$ cat src/rtl/bsg_nasti_client.sv
// NASTI slave endpoint: turns AW/W and AR bursts into tunnel requests and returns tunnel responses as R beats.
// Optional build macro BSG_NASTI_CLIENT_SLVERR_EN: partial-strobe W beats are swallowed and answered with SLVERR.

package bsg_nasti_pkg;
  typedef struct packed {
    logic [5:0]  id;
    logic [31:0] addr;
    logic [7:0]  len;
    logic [2:0]  size;
  } bsg_nasti_a_pkt;

  typedef struct packed {
    logic [63:0] data;
    logic [7:0]  strb;
    logic        last;
  } bsg_nasti_w_pkt;

  typedef struct packed {
    logic [5:0] id;
    logic [1:0] resp;
  } bsg_nasti_b_pkt;

  typedef struct packed {
    logic [5:0]  id;
    logic [63:0] data;
    logic [1:0]  resp;
    logic        last;
  } bsg_nasti_r_pkt;

  localparam logic [1:0] RESP_OKAY   = 2'b00;
  localparam logic [1:0] RESP_SLVERR = 2'b10;
endpackage

package bsg_rocket_pkg;
  typedef struct packed {
    logic        op;
    logic [31:0] addr;
    logic [63:0] data;
  } bsg_tun_dmx_t;

  localparam logic TUN_OP_RD = 1'b0;
  localparam logic TUN_OP_WR = 1'b1;
endpackage

module bsg_nasti_client
  import bsg_nasti_pkg::*;
  import bsg_rocket_pkg::*;
(
  input  logic           clk_i,
  input  logic           reset_i,
  input  logic           nasti_aw_valid_i,
  input  bsg_nasti_a_pkt nasti_aw_data_i,
  output logic           nasti_aw_ready_o,
  input  logic           nasti_w_valid_i,
  input  bsg_nasti_w_pkt nasti_w_data_i,
  output logic           nasti_w_ready_o,
  output logic           nasti_b_valid_o,
  output bsg_nasti_b_pkt nasti_b_data_o,
  input  logic           nasti_b_ready_i,
  input  logic           nasti_ar_valid_i,
  input  bsg_nasti_a_pkt nasti_ar_data_i,
  output logic           nasti_ar_ready_o,
  output logic           nasti_r_valid_o,
  output bsg_nasti_r_pkt nasti_r_data_o,
  input  logic           nasti_r_ready_i,
  output logic           req_valid_o,
  output bsg_tun_dmx_t   req_data_o,
  input  logic           req_yumi_i,
  input  logic           resp_valid_i,
  input  bsg_tun_dmx_t   resp_data_i,
  output logic           resp_yumi_o
);

  typedef enum logic [1:0] {IDLE, WRITE, WRESP, READ} state_e;

  state_e         state_q;
  logic           prio_wr_q;
  logic           err_q;
  logic [5:0]     id_q;
  logic [31:0]    addr_q;
  logic [7:0]     len_q;
  logic [2:0]     size_q;
  logic [8:0]     beat_q;   // write beats taken, or read requests issued
  logic [7:0]     ret_q;    // read responses returned

  logic           grant_wr;
  logic           grant_rd;
  logic           w_hs;
  logic           req_hs;
  logic           r_last;
  logic [31:0]    addr_step;
  bsg_nasti_a_pkt a_sel;

`ifdef BSG_NASTI_CLIENT_SLVERR_EN
  logic beat_drop;
  logic unused_inputs;
  assign unused_inputs = ^{nasti_w_data_i.last, resp_data_i.op, resp_data_i.addr};
`else
  logic unused_inputs;
  assign unused_inputs = ^{nasti_w_data_i.last, nasti_w_data_i.strb, resp_data_i.op, resp_data_i.addr};
`endif

  assign addr_step = 32'd1 << size_q;
  assign a_sel     = grant_wr ? nasti_aw_data_i : nasti_ar_data_i;

  always_comb begin
    grant_wr         = 1'b0;
    grant_rd         = 1'b0;
    nasti_aw_ready_o = 1'b0;
    nasti_ar_ready_o = 1'b0;
    nasti_w_ready_o  = 1'b0;
    nasti_b_valid_o  = 1'b0;
    nasti_b_data_o   = '0;
    nasti_r_valid_o  = 1'b0;
    nasti_r_data_o   = '0;
    req_valid_o      = 1'b0;
    req_data_o       = '0;
    resp_yumi_o      = 1'b0;
    r_last           = 1'b0;
`ifdef BSG_NASTI_CLIENT_SLVERR_EN
    beat_drop        = 1'b0;
`endif
    case (state_q)
      IDLE: begin
        grant_wr         = ~reset_i & nasti_aw_valid_i & (~nasti_ar_valid_i | prio_wr_q);
        grant_rd         = ~reset_i & nasti_ar_valid_i & (~nasti_aw_valid_i | ~prio_wr_q);
        nasti_aw_ready_o = grant_wr;
        nasti_ar_ready_o = grant_rd;
      end
      WRITE: begin
`ifdef BSG_NASTI_CLIENT_SLVERR_EN
        beat_drop       = ~&nasti_w_data_i.strb;
        req_valid_o     = nasti_w_valid_i & ~beat_drop;
        nasti_w_ready_o = beat_drop | req_yumi_i;
`else
        req_valid_o     = nasti_w_valid_i;
        nasti_w_ready_o = req_yumi_i;
`endif
        if (req_valid_o)
          req_data_o = '{op: TUN_OP_WR, addr: addr_q, data: nasti_w_data_i.data};
      end
      WRESP: begin
        nasti_b_valid_o = 1'b1;
        nasti_b_data_o  = '{id: id_q, resp: (err_q ? RESP_SLVERR : RESP_OKAY)};
      end
      READ: begin
        req_valid_o = (beat_q <= {1'b0, len_q});
        if (req_valid_o)
          req_data_o = '{op: TUN_OP_RD, addr: addr_q, data: 64'h0};
        r_last          = (ret_q == len_q);
        nasti_r_valid_o = resp_valid_i;
        resp_yumi_o     = resp_valid_i & nasti_r_ready_i;
        if (resp_valid_i)
          nasti_r_data_o = '{id: id_q, data: resp_data_i.data, resp: RESP_OKAY, last: r_last};
      end
      default: ;
    endcase
  end

  assign w_hs   = nasti_w_valid_i & nasti_w_ready_o;
  assign req_hs = req_valid_o & req_yumi_i;

  always_ff @(posedge clk_i or posedge reset_i) begin
    if (reset_i) begin
      state_q   <= IDLE;
      prio_wr_q <= 1'b1;
      err_q     <= 1'b0;
      id_q      <= '0;
      addr_q    <= '0;
      len_q     <= '0;
      size_q    <= '0;
      beat_q    <= '0;
      ret_q     <= '0;
    end else begin
      case (state_q)
        IDLE: begin
          if (grant_wr | grant_rd) begin
            id_q    <= a_sel.id;
            addr_q  <= a_sel.addr;
            len_q   <= a_sel.len;
            size_q  <= a_sel.size;
            beat_q  <= '0;
            ret_q   <= '0;
            err_q   <= 1'b0;
            // Fairness only matters when both channels contend.
            if (nasti_aw_valid_i & nasti_ar_valid_i)
              prio_wr_q <= ~prio_wr_q;
            state_q <= grant_wr ? WRITE : READ;
          end
        end
        WRITE: begin
          if (w_hs) begin
            addr_q <= addr_q + addr_step;
            beat_q <= beat_q + 9'd1;
`ifdef BSG_NASTI_CLIENT_SLVERR_EN
            if (beat_drop)
              err_q <= 1'b1;
`endif
            if (beat_q == {1'b0, len_q})
              state_q <= WRESP;
          end
        end
        WRESP: begin
          if (nasti_b_ready_i) begin
            err_q   <= 1'b0;
            state_q <= IDLE;
          end
        end
        READ: begin
          if (req_hs) begin
            addr_q <= addr_q + addr_step;
            beat_q <= beat_q + 9'd1;
          end
          if (resp_yumi_o) begin
            ret_q <= ret_q + 8'd1;
            if (r_last)
              state_q <= IDLE;
          end
        end
        default: state_q <= IDLE;
      endcase
    end
  end

endmodule

$ cat config.mk
export PLATFORM = sky130hd
export DESIGN_NAME = bsg_nasti_client
export DESIGN_NICKNAME = d
export VERILOG_FILES = /design/src/rtl/bsg_nasti_client.sv
export SDC_FILE = /design/constraint.sdc
export NUM_CORES = 1
export LEC_CHECK = 0
export ABC_AREA = 1
export CORE_AREA = 2 2 180 182
export DETAILED_ROUTE_END_ITERATION = 8
export DIE_AREA = 0 0 182 184
export PLACE_DENSITY = 0.52
export SYNTH_ARGS = -nofsm -noshare
export SYNTH_HDL_FRONTEND = slang
export SYNTH_SLANG_ARGS = --single-unit
$ cat constraint.sdc
create_clock -name clk_i -period 8.8 [get_ports clk_i]
set_clock_uncertainty 0.2 [all_clocks]
set_input_delay 1.76 -clock clk_i [delete_from_list [all_inputs] [get_ports clk_i]]
set_output_delay 1.76 -clock clk_i [all_outputs]
set_load 0.03 [all_outputs]
==> impl_metrics.py <==
metrics = {
    "die": {
        "dieArea_um2": 33500,
        "rows": 65,
        "die_w_um": 182,
        "die_height_um": 184,
        "pin_count": 462,
        "start_util_pct": 21.9,
        "fp.coreArea_um2": 31400,
    },
    "routing": {
        "wl_per_cell_um": 17.4,
        "dr_total_vias": 9096,
        "first_iter_violations": 419,
        "drt-total-wl_mm": 34.9,
        "dr.pass1.iters": 5,
        "post-route-drc-count": 0,
        "vias_per_cell": 4.53,
        "ant_nets": 0,
    },
    "placed_design": {
        "dp_hpwl_mm": 26.5,
        "port_buffers": 415,
        "placed_cells": 1986,
        "gp_congestion": 0.879,
        "placed_cell_area_um2": 11200,
    },
    "synthesis": {
        "yosys.area_share.simple_pct": 50.0,
        "synth_top_family_by_area": "simple AND/OR/NAND/NOR gates",
        "syn_inst": 1227,
        "synth.distinct_cells": 38,
        "syn_area_um2": 6860,
        "synth_warnings": 0,
        "ys_seq_area_share_pct": 25.2,
        "synthArstFlopShare_pct": 100,
        "ys_seq_elements": 69,
        "syn_area_per_cell_um2": 5.59,
        "synth-compound-area-share_pct": 7.47,
        "synth-edff-count": 0,
        "synth_ff_type": "dfrtp_1",
        "synthAdderAreaFrac_pct": 3.57,
        "synth_xor_xnor_area_share_pct": 1.28,
        "synthMuxAreaShare_pct": 0.729,
    },
    "timing": {
        "tightest_slew_ns": 1.10,
        "timing.hold.ws_ns": 0.313,
        "fin_tns_setup_ns": 0,
        "min_period_ns": 6.23,
        "timing.final.max_slew_violations": 0,
        "setup_viol": 0,
        "report.final.hold_viol_count": 0,
        "rsz0062_at_grt": "no",
        "slew_headroom_pct": 26.8,
        "fmax_ghz": 0.161,
        "fin_crit_sh_pct": 70.8,
    },
    "cts": {
        "numCtsBuffers": 9,
        "cts_tree": "done",
        "ctsHoldBuffers": 0,
        "cts.sink_count": 69,
        "clk_latency_ns": 0.35,
        "postCtsSetupRepairBufs": 0,
        "htreeDepth": 3,
        "post_cts_resized": 0,
        "clk_pin_slew_ns": 0.06,
        "cts_buffer_depth": 2,
        "cts-root-buf": "clkbuf_16",
    },
    "global_route": {
        "grt_first_pass_wirelength_mm": 51.7,
        "antenna_found_initial": 9,
        "grtUsageTotal_pct": 20.1,
        "grt_pass1_vias": 8985,
        "grt_max_degree": 71,
        "grt_overflow_total": 0,
    },
    "cells_and_area": {
        "stdcell_count": 2007,
        "n_fill_cell": 3365,
        "syn_to_final_growth_pct": 68.9,
        "drive_above_1_share_pct": 2.94,
        "nets": 1891,
        "final_area_um2": 11600,
    },
    "setup_path": {
        "ff2ff_path_depth": 12,
        "critPathCaptureType": "output port",
        "crit_type": "in2out",
        "path_cells": "buf_2 > buf_4 > inv_1 > nor2_2 > inv_1 > nand2_1 > inv_1 > nor2_1 > clkdlybuf4s50_1",
        "crit_path_max_incr_delay_ns": 0.71,
        "cp_data_required_time_ns": 6.84,
        "slowest_stage": "clkdlybuf4s50_1",
        "startpoint_type": "input port",
        "cp.arrival_ns": 4.27,
        "timing.rr.start": "state_q[0]$_DFFE_PP0P_",
        "crit_fanout": 65,
        "reg2reg_slack_ns": 5.26,
        "reg2reg_to": "beat_q[1]$_DFFE_PP0P_",
        "path_common_cell": "inv_1",
    },
    "pwr": {
        "combPwrFrac_pct": 64.4,
        "power_switching_mw": 1.49,
        "clkPwrFrac_pct": 14.7,
        "power.internal_mw": 1.37,
        "seqPwrFrac_pct": 21.0,
        "netSwitchingFraction_pct": 52.1,
        "power.density_nw_per_um2": 246,
        "leakagePower_nw": 5.21,
        "power_mw": 2.85,
        "ir_drop_uv": 129,
    },
    "worst_hold_path": {
        "whs_path_depth": 2,
        "hold_end": "addr_q[1]$_DFFE_PP0P_",
        "hp-start": "addr_q[1]$_DFFE_PP0P_",
        "hold_path.class": "reg2reg",
    },
    "outcome": {
        "status": "completed",
    },
    "flow_run": {
        "cap_viol_max_count": 0,
    },
}
## power groups by stage
stage,Combinational [mW],Clock (mW),Sequential (mW)
6_report,1.84,0.418,0.599
5_1_grt,2.04,0.440,0.620
3_5_place_dp,1.85,0,0.601
2_1_floorplan,1.25,0,0.556
3_3_place_gp,1.84,0,0.598
4_1_cts,1.86,0.432,0.596
## how the worst max path moves through the flow
stage	startpoint	endpoint	slack [ns]	depth (start not counted)
floorplan	reset_i	nasti_ar_ready_o	2.68	4
global placement	nasti_w_valid_i	req_data_o[71]	2.65	9
detailed placement	nasti_w_valid_i	req_data_o[73]	2.54	9
CTS	nasti_w_valid_i	req_data_o[73]	2.54	9
global route	nasti_w_valid_i	req_data_o[93]	2.27	9
finish	nasti_w_valid_i	req_data_o[73]	2.57	9
## registers in the layout, indices dropped and copies added, names as in the netlist
register   flops
id_q           6
size_q         3
addr_q        32
ret_q          8
beat_q         9
state_q        2
prio_wr_q      1
len_q          8
## cells in the final DEF (no fill, tap or decap), drive strengths merged
cell type / Yosys / final
clkinv: 0 / 1
nand3: 113 / 113
clkbuf: 45 / 11
o21ai: 44 / 44
clkinvlp: 0 / 2
fa: 1 / 1
dfstp: 1 / 1
nor3: 22 / 22
nand3b: 1 / 1
nand2: 381 / 381
nor2: 287 / 287
bufinv: 0 / 2
xnor2: 5 / 5
inv: 123 / 123
conb: 1 / 4
nand4: 18 / 18
ha: 18 / 18
diode: 0 / 5
buf: 25 / 11
a31oi: 3 / 3
a21oi: 28 / 28
dfrtp: 68 / 68
nor3b: 5 / 5
and3: 2 / 2
nor4: 1 / 1
a22oi: 1 / 1
or2: 5 / 5
o22ai: 16 / 16
o21a: 1 / 1
clkdlybuf4s50: 0 / 413
xor2: 5 / 5
mux2i: 5 / 5
o31ai: 2 / 2
## kinds of logic after synthesis
kind of cell | count (synthesis)
muxes | 5
AOI/OAI and AO/OA | 95
adders and majority gates | 19
and+or+nand+nor | 835
buffers and inverters | 193
xor gates and xnor gates | 10
DFF | 69
other | 1
## worst max-delay path, delay by kind of cell
family                 cells  cell delay [ns]
buffers and inverters      6             1.91
and+or+nand+nor            3             0.55
## routing by layer
| metal | part of all wire [%] | vias up | track usage [%] |
|---|---|---|---|
| met1 | 39 | 4200 | 22.1 |
| met3 | 8.7 | 25 | 7.29 |
| met2 | 51 | 289 | 36.8 |
| met4 | 0.73 | 8 | 4.94 |
| li1 | - | 4574 | - |
| met5 | 0.14 | - | 0 |
## cells in the mapped netlist (3+ instances only)
master / n / share of area, %
nor3_1: 22 / 1.6
inv_2: 3 / 0.16
nand3_1: 112 / 8.2
dfrtp_1: 68 / 25
o22ai_1: 16 / 1.5
buf_1: 4 / 0.22
nand2_1: 379 / 21
o21ai_0: 43 / 3.1
buf_6: 5 / 0.82
clkbuf_1: 45 / 2.5
buf_4: 9 / 0.98
a21oi_1: 28 / 2.0
nand4_1: 18 / 1.6
buf_2: 7 / 0.51
inv_1: 120 / 6.6
xnor2_1: 5 / 0.64
nor2_4: 3 / 0.49
a31oi_1: 3 / 0.27
or2_2: 5 / 0.46
ha_1: 18 / 3.3
nor2_1: 283 / 15
nor3b_1: 5 / 0.55
mux2i_1: 5 / 0.73
xor2_1: 5 / 0.64
## area by class of cell
cell class,instances,area (um^2),share of cell area (%)
multi-input cells,968,4340,37.5
inverters,123,462,3.98
well taps,402,503,4.34
clock inverters,5,83.8,0.723
diodes,5,12.5,0.108
repair buffers,424,4210,36.3
flip-flops and latches,69,1730,14.9
clock buffers,11,243,2.09
## through the flow
| stage | util (%) | setup slack (ns) |
|---|---|---|
| 2_1_floorplan | - | 2.68 |
| 4_1_cts | 36.9 | 2.54 |
| 3_5_place_dp | 35.8 | 2.54 |
| 6_report | 36.9 | 2.57 |
| 3_3_place_gp | 35.8 | 2.65 |
| 5_1_grt | 36.9 | 2.27 |
(Power assumes the default switching activity.)
